`config.mk`:
```
export PLATFORM = sky130hd
export DESIGN_NAME = m68k_bus_ctrl
export DESIGN_NICKNAME = d
export VERILOG_FILES = /design/src/rtl/m68k_bus_ctrl_pkg.sv /design/src/rtl/m68k_bus_ctrl_sync_ff.sv /design/src/rtl/m68k_bus_ctrl.sv
export SDC_FILE = /design/constraint.sdc
export NUM_CORES = 1
export LEC_CHECK = 0
export ABC_AREA = 1
export CORE_UTILIZATION = 45
export CTS_CLUSTER_DIAMETER = 120
export DETAILED_ROUTE_END_ITERATION = 10
export DONT_BUFFER_PORTS = 1
export PLACE_DENSITY = 0.71
export SLEW_MARGIN = 20
export SYNTH_ARGS = -nofsm -noshare
export SYNTH_HDL_FRONTEND = slang
export SYNTH_SLANG_ARGS = --single-unit
```
`constraint.sdc`:
```
create_clock -name clk -period 4.17 [get_ports clk]
set_clock_uncertainty 0.05 [all_clocks]
set_input_delay 0.834 -clock clk [delete_from_list [all_inputs] [get_ports clk]]
set_output_delay 0.834 -clock clk [all_outputs]
set_load 0.05 [all_outputs]
```
`src/rtl/m68k_bus_ctrl_pkg.sv`:
```
// Shared types and constants for the 68000 bus front end.
package m68k_bus_ctrl_pkg;

   localparam int unsigned ADDR_W      = 23;
   localparam int unsigned DATA_W      = 16;
   localparam int unsigned TIMEOUT_DEF = 1024;

   typedef enum logic [1:0] {
      IDLE = 2'd0,
      REQ  = 2'd1,
      ACK  = 2'd2,
      ERR  = 2'd3
   } bus_state_t;

endpackage

```
`src/rtl/m68k_bus_ctrl_sync_ff.sv`:
```
// Multi-stage synchroniser for one asynchronous input, preset to a chosen level on reset.
module sync_ff #(
   parameter int unsigned SYNC_STAGES = 2,
   parameter logic        RST_VAL     = 1'b1
) (
   input  logic clk_i,
   input  logic rst_n_i,
   input  logic d_i,
   output logic q_o
);

   logic [SYNC_STAGES-1:0] chain_q;

   always_ff @(posedge clk_i or negedge rst_n_i) begin
      if (!rst_n_i) begin
         chain_q <= {SYNC_STAGES{RST_VAL}};
      end else begin
         chain_q[0] <= d_i;
         for (int unsigned i = 1; i < SYNC_STAGES; i++) begin
            chain_q[i] <= chain_q[i-1];
         end
      end
   end

   assign q_o = chain_q[SYNC_STAGES-1];

endmodule

```
`src/rtl/m68k_bus_ctrl.sv`:
```
// 68000 pin front end: synchronises strobes, issues one registered bus request per
// CPU cycle, waits for the decoder slot grant and answers with _dtack (or _berr on timeout).
module m68k_bus_ctrl
   import m68k_bus_ctrl_pkg::*;
#(
   parameter int unsigned SYNC_STAGES = 2,
   parameter int unsigned TIMEOUT     = TIMEOUT_DEF,
   parameter int unsigned TOW         = 10
) (
   input  logic              clk,
   input  logic              _reset,
   input  logic              _as,
   input  logic              _uds,
   input  logic              _lds,
   input  logic              r_w,
   input  logic [ADDR_W-1:0] cpupins_addr,
   input  logic [DATA_W-1:0] cpupins_din,
   output logic [DATA_W-1:0] cpupins_dout,
   output logic              _dtack,
   output logic              _berr,
   output logic [ADDR_W-1:0] cpuaddress,
   output logic              cpurd,
   output logic              cpuhwr,
   output logic              cpulwr,
   input  logic              cpuok,
   input  logic [DATA_W-1:0] datain,
   output logic [DATA_W-1:0] dataout
);

   localparam logic [TOW-1:0] CNT_LAST = TOW'(TIMEOUT - 1);

   logic as_s, uds_s, lds_s, rw_s;

   sync_ff #(.SYNC_STAGES(SYNC_STAGES), .RST_VAL(1'b1)) u_sync_as (
      .clk_i(clk), .rst_n_i(_reset), .d_i(_as), .q_o(as_s));
   sync_ff #(.SYNC_STAGES(SYNC_STAGES), .RST_VAL(1'b1)) u_sync_uds (
      .clk_i(clk), .rst_n_i(_reset), .d_i(_uds), .q_o(uds_s));
   sync_ff #(.SYNC_STAGES(SYNC_STAGES), .RST_VAL(1'b1)) u_sync_lds (
      .clk_i(clk), .rst_n_i(_reset), .d_i(_lds), .q_o(lds_s));
   sync_ff #(.SYNC_STAGES(SYNC_STAGES), .RST_VAL(1'b1)) u_sync_rw (
      .clk_i(clk), .rst_n_i(_reset), .d_i(r_w), .q_o(rw_s));

   bus_state_t        state_q, state_d;
   logic [TOW-1:0]    cnt_q, cnt_d;
   logic              rd_q, rd_d, hwr_q, hwr_d, lwr_q, lwr_d;
   logic              dtack_n_q, dtack_n_d, berr_n_q, berr_n_d;
   logic [ADDR_W-1:0] addr_q, addr_d;
   logic [DATA_W-1:0] wdata_q, wdata_d, rdata_q, rdata_d;

   always_ff @(posedge clk or negedge _reset) begin
      if (!_reset) begin
         state_q   <= IDLE;
         cnt_q     <= '0;
         rd_q      <= 1'b0;
         hwr_q     <= 1'b0;
         lwr_q     <= 1'b0;
         dtack_n_q <= 1'b1;
         berr_n_q  <= 1'b1;
         addr_q    <= '0;
         wdata_q   <= '0;
         rdata_q   <= '0;
      end else begin
         state_q   <= state_d;
         cnt_q     <= cnt_d;
         rd_q      <= rd_d;
         hwr_q     <= hwr_d;
         lwr_q     <= lwr_d;
         dtack_n_q <= dtack_n_d;
         berr_n_q  <= berr_n_d;
         addr_q    <= addr_d;
         wdata_q   <= wdata_d;
         rdata_q   <= rdata_d;
      end
   end

   always_comb begin
      state_d   = state_q;
      cnt_d     = cnt_q;
      rd_d      = rd_q;
      hwr_d     = hwr_q;
      lwr_d     = lwr_q;
      dtack_n_d = dtack_n_q;
      berr_n_d  = berr_n_q;
      addr_d    = addr_q;
      wdata_d   = wdata_q;
      rdata_d   = rdata_q;
      case (state_q)
         IDLE: begin
            if (!as_s && (!uds_s || !lds_s)) begin
               addr_d = cpupins_addr;
               if (rw_s) begin
                  rd_d = 1'b1;
               end else begin
                  hwr_d   = ~uds_s;
                  lwr_d   = ~lds_s;
                  wdata_d = cpupins_din;
               end
               cnt_d   = '0;
               state_d = REQ;
            end
         end
         REQ: begin
            // Strobe changes are ignored here: once requested, the slot is seen through.
            if (cpuok) begin
               if (rd_q) rdata_d = datain;
               rd_d      = 1'b0;
               hwr_d     = 1'b0;
               lwr_d     = 1'b0;
               dtack_n_d = 1'b0;
               state_d   = ACK;
            end else if (cnt_q == CNT_LAST) begin
               rd_d     = 1'b0;
               hwr_d    = 1'b0;
               lwr_d    = 1'b0;
               berr_n_d = 1'b0;
               state_d  = ERR;
            end else if (cnt_q != '1) begin
               cnt_d = cnt_q + TOW'(1);
            end
         end
         ACK: begin
            // Only the data strobes release the ack so a TAS can re-enter with _as still low.
            if (uds_s && lds_s) begin
               dtack_n_d = 1'b1;
               state_d   = IDLE;
            end
         end
         ERR: begin
            if (as_s) begin
               berr_n_d = 1'b1;
               state_d  = IDLE;
            end
         end
         default: state_d = IDLE;
      endcase
   end

   assign cpupins_dout = rdata_q;
   assign _dtack       = dtack_n_q;
   assign _berr        = berr_n_q;
   assign cpuaddress   = addr_q;
   assign cpurd        = rd_q;
   assign cpuhwr       = hwr_q;
   assign cpulwr       = lwr_q;
   assign dataout      = wdata_q;

endmodule

```
==> impl.org, run 1 <==
** Place
- At the end of routability-driven placement, the weighted congestion stood at around 0.80.
- Buffers placed on the I/O ports in this run total 0.
- Hpwl dp :: 4240 um
- Placement Setup Slack :: roughly 1.6 ns

** Critical path
- Kind of critical path :: register to output pin
- The endpoint identified for the worst register-to-register timing path is dataout[1]$_DFFE_PN0P_.
- For the worst setup path, the data required time is roughly 3.3 ns.
- The most critical setup path has its startpoint at cpurd$_DFFE_PN0P_.
- CP Max Fanout :: 19
- Arrival time of the worst setup path :: 1.39 ns
- Following the worst setup path forward leads to its endpoint at cpurd.
- The startpoint identified for the worst register-to-register timing path is u_sync_lds.chain_q[1]$_DFF_PN1_.
- STA classifies the critical path endpoint as an output pin.
- Startpoint type of the worst setup path :: register
- Path length in cells of the critical path :: 0
- Setup slack, reg-to-reg :: between 1.5 and 2 ns
- Worst reg2reg path depth :: 7

** Synthesis
- Largest area contributor in the netlist :: sky130_fd_sc_hd__dfrtp_1
- Syn Nets :: between 400 and 500
- Counting instances in the post-synthesis netlist gives the leading cell types as 152 x sky130_fd_sc_hd__nand2_1, 70 x sky130_fd_sc_hd__dfrtp_1, 28 x sky130_fd_sc_hd__nand3_1, 27 x sky130_fd_sc_hd__inv_1, 18 x sky130_fd_sc_hd__o21ai_2.
- Of the post-synthesis cell area, the dominant cell type holds 0.523.
- Number of distinct library cells after synthesis :: 25
- Yosys warnings :: 0
- After technology mapping, the gate count stands at around 370.
- Counting flops with a built-in enable in the synthesized netlist gives 0.
- In this run the mean area of a mapped cell was roughly 9.2 um2.
- Post-synthesis async set-or-reset flop share :: 1.00
- By area the synthesized netlist is led by sky130_fd_sc_hd__dfrtp_1 52%, sky130_fd_sc_hd__nand2_1 17%, sky130_fd_sc_hd__dfstp_2 7.9%.
- Library cell with the highest instance count after synthesis :: sky130_fd_sc_hd__nand2_1
- In this run, synthesis produced a sequential element count of 80.
- Among all flip-flop cells after synthesis, the most frequent one is sky130_fd_sc_hd__dfrtp_1.
- In this run the cell area of the synthesized design comes to 3350 um2.
- Sequential fraction of the synthesis area :: 0.602

** Job
- Max-cap violations :: 0

** CTS
- Hold-fix buffers at CTS :: 0
- Buffers inserted during clock tree synthesis total 9.
- Count of buffers added by post-CTS timing repair for setup :: 0
- Clock transition at the registers of the reported paths :: roughly 0.090 ns
- Master cell of the clock root buffer :: sky130_fd_sc_hd__clkbuf_8
- TritonCTS built the clock tree.
- At the later pin of the worst-skew pair, clock insertion delay measures 0.35 ns.
- Post_cts resized :: 0
- Max H-tree Level :: 3
- The clock drives 80 sinks.
- Clk buf depth :: 2

** Timing
- Timing would allow up to between 400 and 500 MHz.
- Dividing the final minimum period by the clock period gives 0.545.
- Final max-slew violation count :: 0
- Setup repair after global routing left no endpoint under its margin.
- Final number of setup-violating endpoints :: 0
- The count of final hold-check violations is 0.
- For the final routed database, the setup TNS stands at 0 ns.
- The worst path in the final design needs a cycle of 2.27 ns, including I/O delays and setup.
- In this run the tightest slew margin relative to its limit is 0.309.
- For the pin with the worst max-slew slack, the measured transition is roughly 1.0 ns.
- The tightest hold path in the finished design has a slack of 0.116 ns.
- Least setup slack across all paths after layout :: ~1.9 ns

** Global route
- Entering global routing, the biggest net connects just over 80 pins.
- The via count of the first global-routing pass is around 2200.
- Antenna violations before repair :: 0
- First-pass GRT wire length :: about 10000 um
- For this run the aggregate overflow at the end of global routing stands at 0.
- Tot GR Track Use :: 0.168

** Detailed routing
- In the final routing, the length of wire on met1 measures between 2000 and 3000 um.
- Number of search-and-repair iterations in the first detailed-routing pass :: 4
- Detailed routing placed a total of 2930 um of wire on met2.
- Met3 wire len :: around 510 um
- Across all layers, the routed design uses ~2300 vias.
- In the routed design, unresolved DRC markers number 0.
- Signal routing reaches up to met4.
- Once detail routing completed, the nets flagged for antenna violations numbered 0.
- Post-DR wirelength/cell :: around 13 um
- Using the TritonRoute via totals, the vias-per-cell ratio works out to 4.88.
- After detailed routing, the total wire length is between 6000 and 7000 um.
- Drt first-iter violations :: 150

** Pwr
- Maximum ir drop on the vdd rail :: ~0.49 mV
- Combinational share of power :: 0.154
- Clock share of power :: 0.173
- Total internal power :: ~1.6 mW
- Of the total power, the share spent switching nets is 0.539.
- Summed over all cells, the static leakage comes to about 1.8 nW.
- Power per standard cell area :: 941 nW/um2
- Switching power :: between 1.5 and 2 mW
- The share of total power dissipated in sequential elements is 0.673.

** Cells and area
- In the final layout, the share of cells above drive strength 1 is 0.149.
- The area growth from synthesis to layout is 7.25%.
- Net total in the final layout :: around 430
- The number of antenna diodes in the final layout is 0.
- Number of fill cells in the layout :: a little over 700

** Floorplan
- For this configuration, the core starts out at a cell density of 0.464.
- The floorplan step defined a die boundary enclosing 7790 um2.
- In this run the count of I/O pins placed on the die edge is between 100 and 150.
- The floorplan has 31 rows.
- Width of the chip :: a little under 90 um
- Vert. Die Dim :: around 88 um
- After floorplanning, the core was sized to cover 7210 um2.

** Hold path
- Worst Hold Class :: input pin to async pin

** Status
- The run finished with clean final reports.
## worst min-delay path by stage
stage                                              start                        endpoint  slack (ns)  depth (start not counted)
after global placement    u_sync_rw.chain_q[0]$_DFF_PN1_  u_sync_rw.chain_q[1]$_DFF_PN1_        0.30                          0
after detailed placement  u_sync_rw.chain_q[0]$_DFF_PN1_  u_sync_rw.chain_q[1]$_DFF_PN1_        0.30                          0
after CTS                                         _reset     cpupins_dout[6]$_DFFE_PN0P_         0.1                          0
after global routing                              _reset     cpupins_dout[6]$_DFFE_PN0P_         0.1                          0
after floorplan           u_sync_as.chain_q[0]$_DFF_PN1_  u_sync_as.chain_q[1]$_DFF_PN1_        0.30                          0
final                                             _reset     cpupins_dout[6]$_DFFE_PN0P_        0.12                          0
## final cells by class
cell class,instances,area (um2),share of cell area
clock buffers,11,141,0.0394
multi-input cells,244,1130,0.316
well taps,99,124,0.0345
flip-flops and latches,80,2010,0.561
inverters,28,105,0.0293
clock inverters,5,63.8,0.0178
repair buffers,1,7.51,0.00209
## cell families (layout without fill, tap and decap cells)
family	Yosys count	in the layout	synth area share
and+or+nand+nor	203	203	0.250
DFF	80	80	0.602
buffers and inverters	41	45	0.0594
AOI/OAI and AO/OA	36	36	0.0748
xor gates and xnor gates	4	4	0.0105
adders and majority gates	1	1	0.00374
## metrics by stage
| stage | power (mW) | utilization | instances | instance area [um2] |
|---|---|---|---|---|
| after floorplan | 2.69 | - | 365 | 3350 |
| after global placement | 2.79 | 0.469 | 452 | 3380 |
| after detailed placement | 2.82 | 0.469 | 452 | 3380 |
| after CTS | 3.41 | 0.498 | 468 | 3590 |
| after global routing | 3.57 | 0.498 | 468 | 3590 |
| final | 3.38 | 0.498 | 468 | 3590 |
## flip-flops by register name, summed over array words and instances, names as in the netlist
register / flops
u_sync_uds.chain_q: 2
_berr: 1
cpurd: 1
u_sync_rw.chain_q: 2
cpuaddress: 23
cpuhwr: 1
cpulwr: 1
u_sync_as.chain_q: 2
cpupins_dout: 16
_dtack: 1
u_sync_lds.chain_q: 2
state_q: 2
dataout: 16
cnt_q: 10
## power groups by stage
stage / Clock (mW) / Combinational, mW / Sequential, mW
2_1_floorplan: 0 / 0.485 / 2.20
3_3_place_gp: 0 / 0.501 / 2.29
3_5_place_dp: 0 / 0.532 / 2.29
4_1_cts: 0.606 / 0.529 / 2.28
5_1_grt: 0.637 / 0.615 / 2.32
6_report: 0.584 / 0.521 / 2.27
## layout by cell type, fill, tap and decap left out, types with 2 or more instances in the layout
master	netlist	final
sky130_fd_sc_hd__nand2_1	152	152
sky130_fd_sc_hd__dfrtp_1	70	70
sky130_fd_sc_hd__nand3_1	28	28
sky130_fd_sc_hd__inv_1	27	27
sky130_fd_sc_hd__o21ai_2	18	18
sky130_fd_sc_hd__o21ai_0	15	15
sky130_fd_sc_hd__nor2_1	10	10
sky130_fd_sc_hd__dfstp_2	10	10
sky130_fd_sc_hd__clkbuf_8	0	10
sky130_fd_sc_hd__or2_2	3	4
sky130_fd_sc_hd__nor2_2	3	3
sky130_fd_sc_hd__nand2_2	2	2
sky130_fd_sc_hd__xor2_1	2	2
sky130_fd_sc_hd__nand4_1	2	2
sky130_fd_sc_hd__xnor2_1	2	2
sky130_fd_sc_hd__a21oi_1	2	2
## per-layer routing
layer / vias to the layer above / global-route usage
met5: - / 0
met4: 0 / 0.0894
met3: 12 / 0.0485
met2: 90 / 0.267
met1: 1047 / 0.209
li1: 1137 / -
Power figures use the tool's default switching activity.
==> inputs of run 2 (changes only) <==
- PLACE_DENSITY: 0.71 -> 0.73
- clock period: 4.17 -> 1.9 ns (I/O delays scaled with it)
==> impl.org, run 2 (synthesis results as in run 1) <==
** CTS
- CTS tree :: built
- The quantity of gates resized following cts was 0 (unchanged).
- Count of buffers added by post-CTS timing repair for setup :: 0 (unchanged)
- The clock-pin slew on the worst setup and hold paths is 0.08 ns (about the same).
- Master cell of the clock root buffer :: sky130_fd_sc_hd__clkbuf_8
- Hold-fix buffers at CTS :: 4 (+4)
- The maximum buffer depth of the clock tree was 2 (unchanged).
- The insertion delay to the later sink of the worst-skew pair is 0.35 ns (about the same).
- Number of clock buffers inserted by TritonCTS :: 9 (unchanged)
- CTS sink count :: 80 (unchanged)
- Max H-tree Level :: 3 (unchanged)

** Floorplan
- Initial standard-cell utilization of the core :: 0.464 (unchanged)
- The number of placement rows came to 31 (unchanged).
- Floorplan die area :: 7790 um2 (unchanged)
- The area inside the core boundary was 7210 um2 (unchanged).
- I/O pin count :: 122 (unchanged)
- The die height came to 88.2 um (unchanged).
- The overall die width was 88.2 um (unchanged).

** Detailed routing
- Number of search-and-repair iterations in the first detailed-routing pass :: 4 (unchanged)
- Drt first-iter violations :: 113 (-25%)
- Post-DR wirelength/cell :: 13.0 um (-2.9%)
- The detailed-route wire length is 6210 um (-0.78%).
- The detail-routed via count per cell is 4.87 (-0.25%).
- Antenna Nets Post-Route :: 0 (unchanged)
- Vias after detailed routing :: 2329 (+1.9%)
- Detailed-route DRC error count :: 0 (unchanged)

** Global route
- The total grt overflow is 0 (unchanged).
- The via count of the first global-routing pass was 2190 (+0.50%).
- The number of antenna violations at the first check in global routing is 0 (unchanged).
- Pin count of the biggest net entering global routing :: 81 (unchanged)
- First-pass GRT wire length :: 9780 um (-2.4%)
- The total global-route track usage was 0.166 (-0.00208).

** Cells and area
- The count of non-filler cells in the finished layout is 478 (+2.1%).
- Fraction of layout cells with a size suffix above 1 :: 0.161 (+0.0119)
- The final net count came to 437 (+2.3%).
- Top library cells by usage in the layout, fill and taps aside :: 152 x sky130_fd_sc_hd__nand2_1, 70 x sky130_fd_sc_hd__dfrtp_1, 28 x sky130_fd_sc_hd__nand3_1
- Max reg flops :: 23 (unchanged)
- Leaving out fill and tap cells, the most frequent cell in the layout is sky130_fd_sc_hd__nand2_1.
- Antenna diode count :: 0 (unchanged)
- Layout Utilization :: 0.512 (+0.0147)
- Area overhead of the layout relative to synthesis :: 10.4%

** Timing
- The final count of pins violating max slew was 0 (unchanged).
- Worst slack on hold paths :: -0.338 ns (-0.454 ns)
- Setup repair after global routing left no endpoint under its margin.
- The final-report setup violation count is 0 (unchanged).
- Slew of the pin with the lowest slew margin :: 0.628 ns (-0.408 ns)
- In the finished design, the share of the clock period the worst path needs comes to 0.874.
- The final worst slack was 0.239 ns (-1.66 ns).
- Fmax :: about 600 MHz
- The final setup TNS was 0 ns (unchanged).
- Final Hold Viols :: 80 (+80)
- Max-slew headroom :: 0.581 (+0.272)
- Clock period minus final worst setup slack :: between 1.5 and 2 ns

** Hold path
- The tightest min-delay check is of the input pin to async pin type.

** Pwr
- The power per cell area came to 2030 nW/um2 (+120%).
- Leakage power :: 1.86 nW (+3.0%)
- Maximum ir drop on the vdd rail :: 0.966 mV (+98%)

** Status
- The final reports fail on hold timing.
- Outcome :: complete, but fails checks

** Critical path
- The critical path is of the register to register type.
- The cell count of the worst reg-to-reg path is 7 (unchanged).
- The critical path ends at cnt_q[9]$_DFFE_PN0P_.
- The worst register-to-register path ends at cnt_q[9]$_DFFE_PN0P_.
- Setup slack, reg-to-reg :: 0.24 ns (-1.74 ns)
- Launching point of the worst reg2reg path :: cnt_q[0]$_DFFE_PN0P_
- Startpoint of the worst setup timing path :: cnt_q[0]$_DFFE_PN0P_
- Startpoint type of the worst setup path :: register
- The critical path data required time came to 2.08 ns (-1.21 ns).
- CP Max Fanout :: 8 (-11)
- Element type at the critical path end :: register
- The data arrival time of the worst path is 1.84 ns (+0.45 ns).

** Place
- Number of port buffers :: 0 (unchanged)
- Routability Congestion :: 0.826 (+3.2%)
- The pre-CTS setup slack came to 0.268 ns (-1.36 ns).
- The post-placement cell count was 458 (+1.3%).
- The half-perimeter wire length of the detailed placement result was 4360 um (+2.8%).

** Job
- The number of max-cap violations was 0 (unchanged).
## run 2: final cells by class
class	instances	area (um2)
Sequential cell	80	2010
Clock buffer	9	124
Inverter	28	105
Clock inverter	7	77.6
Timing Repair Buffer	11	118
Fill cell	664	3520
Tap cell	99	124
Multi-Input combinational cell	244	1130
## run 2: metrics by stage
step | instance area, um2 | power [mW] | hold slack, ns
6_report | 3700 | 7.50 | -0.338
5_1_grt | 3700 | 7.92 | -0.369
4_1_cts | 3700 | 7.57 | -0.358
3_5_place_dp | 3450 | 6.29 | 0.0353
3_3_place_gp | 3450 | 6.21 | 0.0357
2_1_floorplan | 3350 | 5.90 | 0.0344
## run 2: metal layers
| layer | vias up | GRT usage | wire (um) |
|---|---|---|---|
| met5 | - | 0 | 0 |
| met3 | 9 | 0.0485 | 352 |
| li1 | 1155 | - | - |
| met4 | 0 | 0.0718 | 96 |
| met2 | 77 | 0.266 | 3070 |
| met1 | 1088 | 0.211 | 2690 |
## run 2: power by group
part           switching (mW)  internal (mW)
registers                2.62           2.33
logic                   0.770          0.525
clock network           0.635          0.623
total                    4.03           3.47
## run 2: worst min-delay path by stage
stage                       from                           end  slack, ns  cells after the start
after floorplan           _reset          cnt_q[0]$_DFFE_PN0P_       0.03                      0
after global placement    _reset   cpupins_dout[3]$_DFFE_PN0P_       0.04                      0
after detailed placement  _reset  cpupins_dout[12]$_DFFE_PN0P_       0.04                      0
after CTS                 _reset  cpupins_dout[12]$_DFFE_PN0P_      -0.36                      0
after global routing      _reset        dataout[6]$_DFFE_PN0P_      -0.37                      0
final                     _reset  cpupins_dout[12]$_DFFE_PN0P_      -0.34                      0
## run 2: worst max-delay path, cell delays in order, from the launching register on
cell and delay [ns]:
sky130_fd_sc_hd__dfrtp_1 0.42, sky130_fd_sc_hd__ha_1 0.18, sky130_fd_sc_hd__nand2_1 0.10, sky130_fd_sc_hd__nor2_2 0.20
sky130_fd_sc_hd__nand4_1 0.20, sky130_fd_sc_hd__nand2_1 0.14, sky130_fd_sc_hd__buf_4 0.16, sky130_fd_sc_hd__o21ai_0 0.10
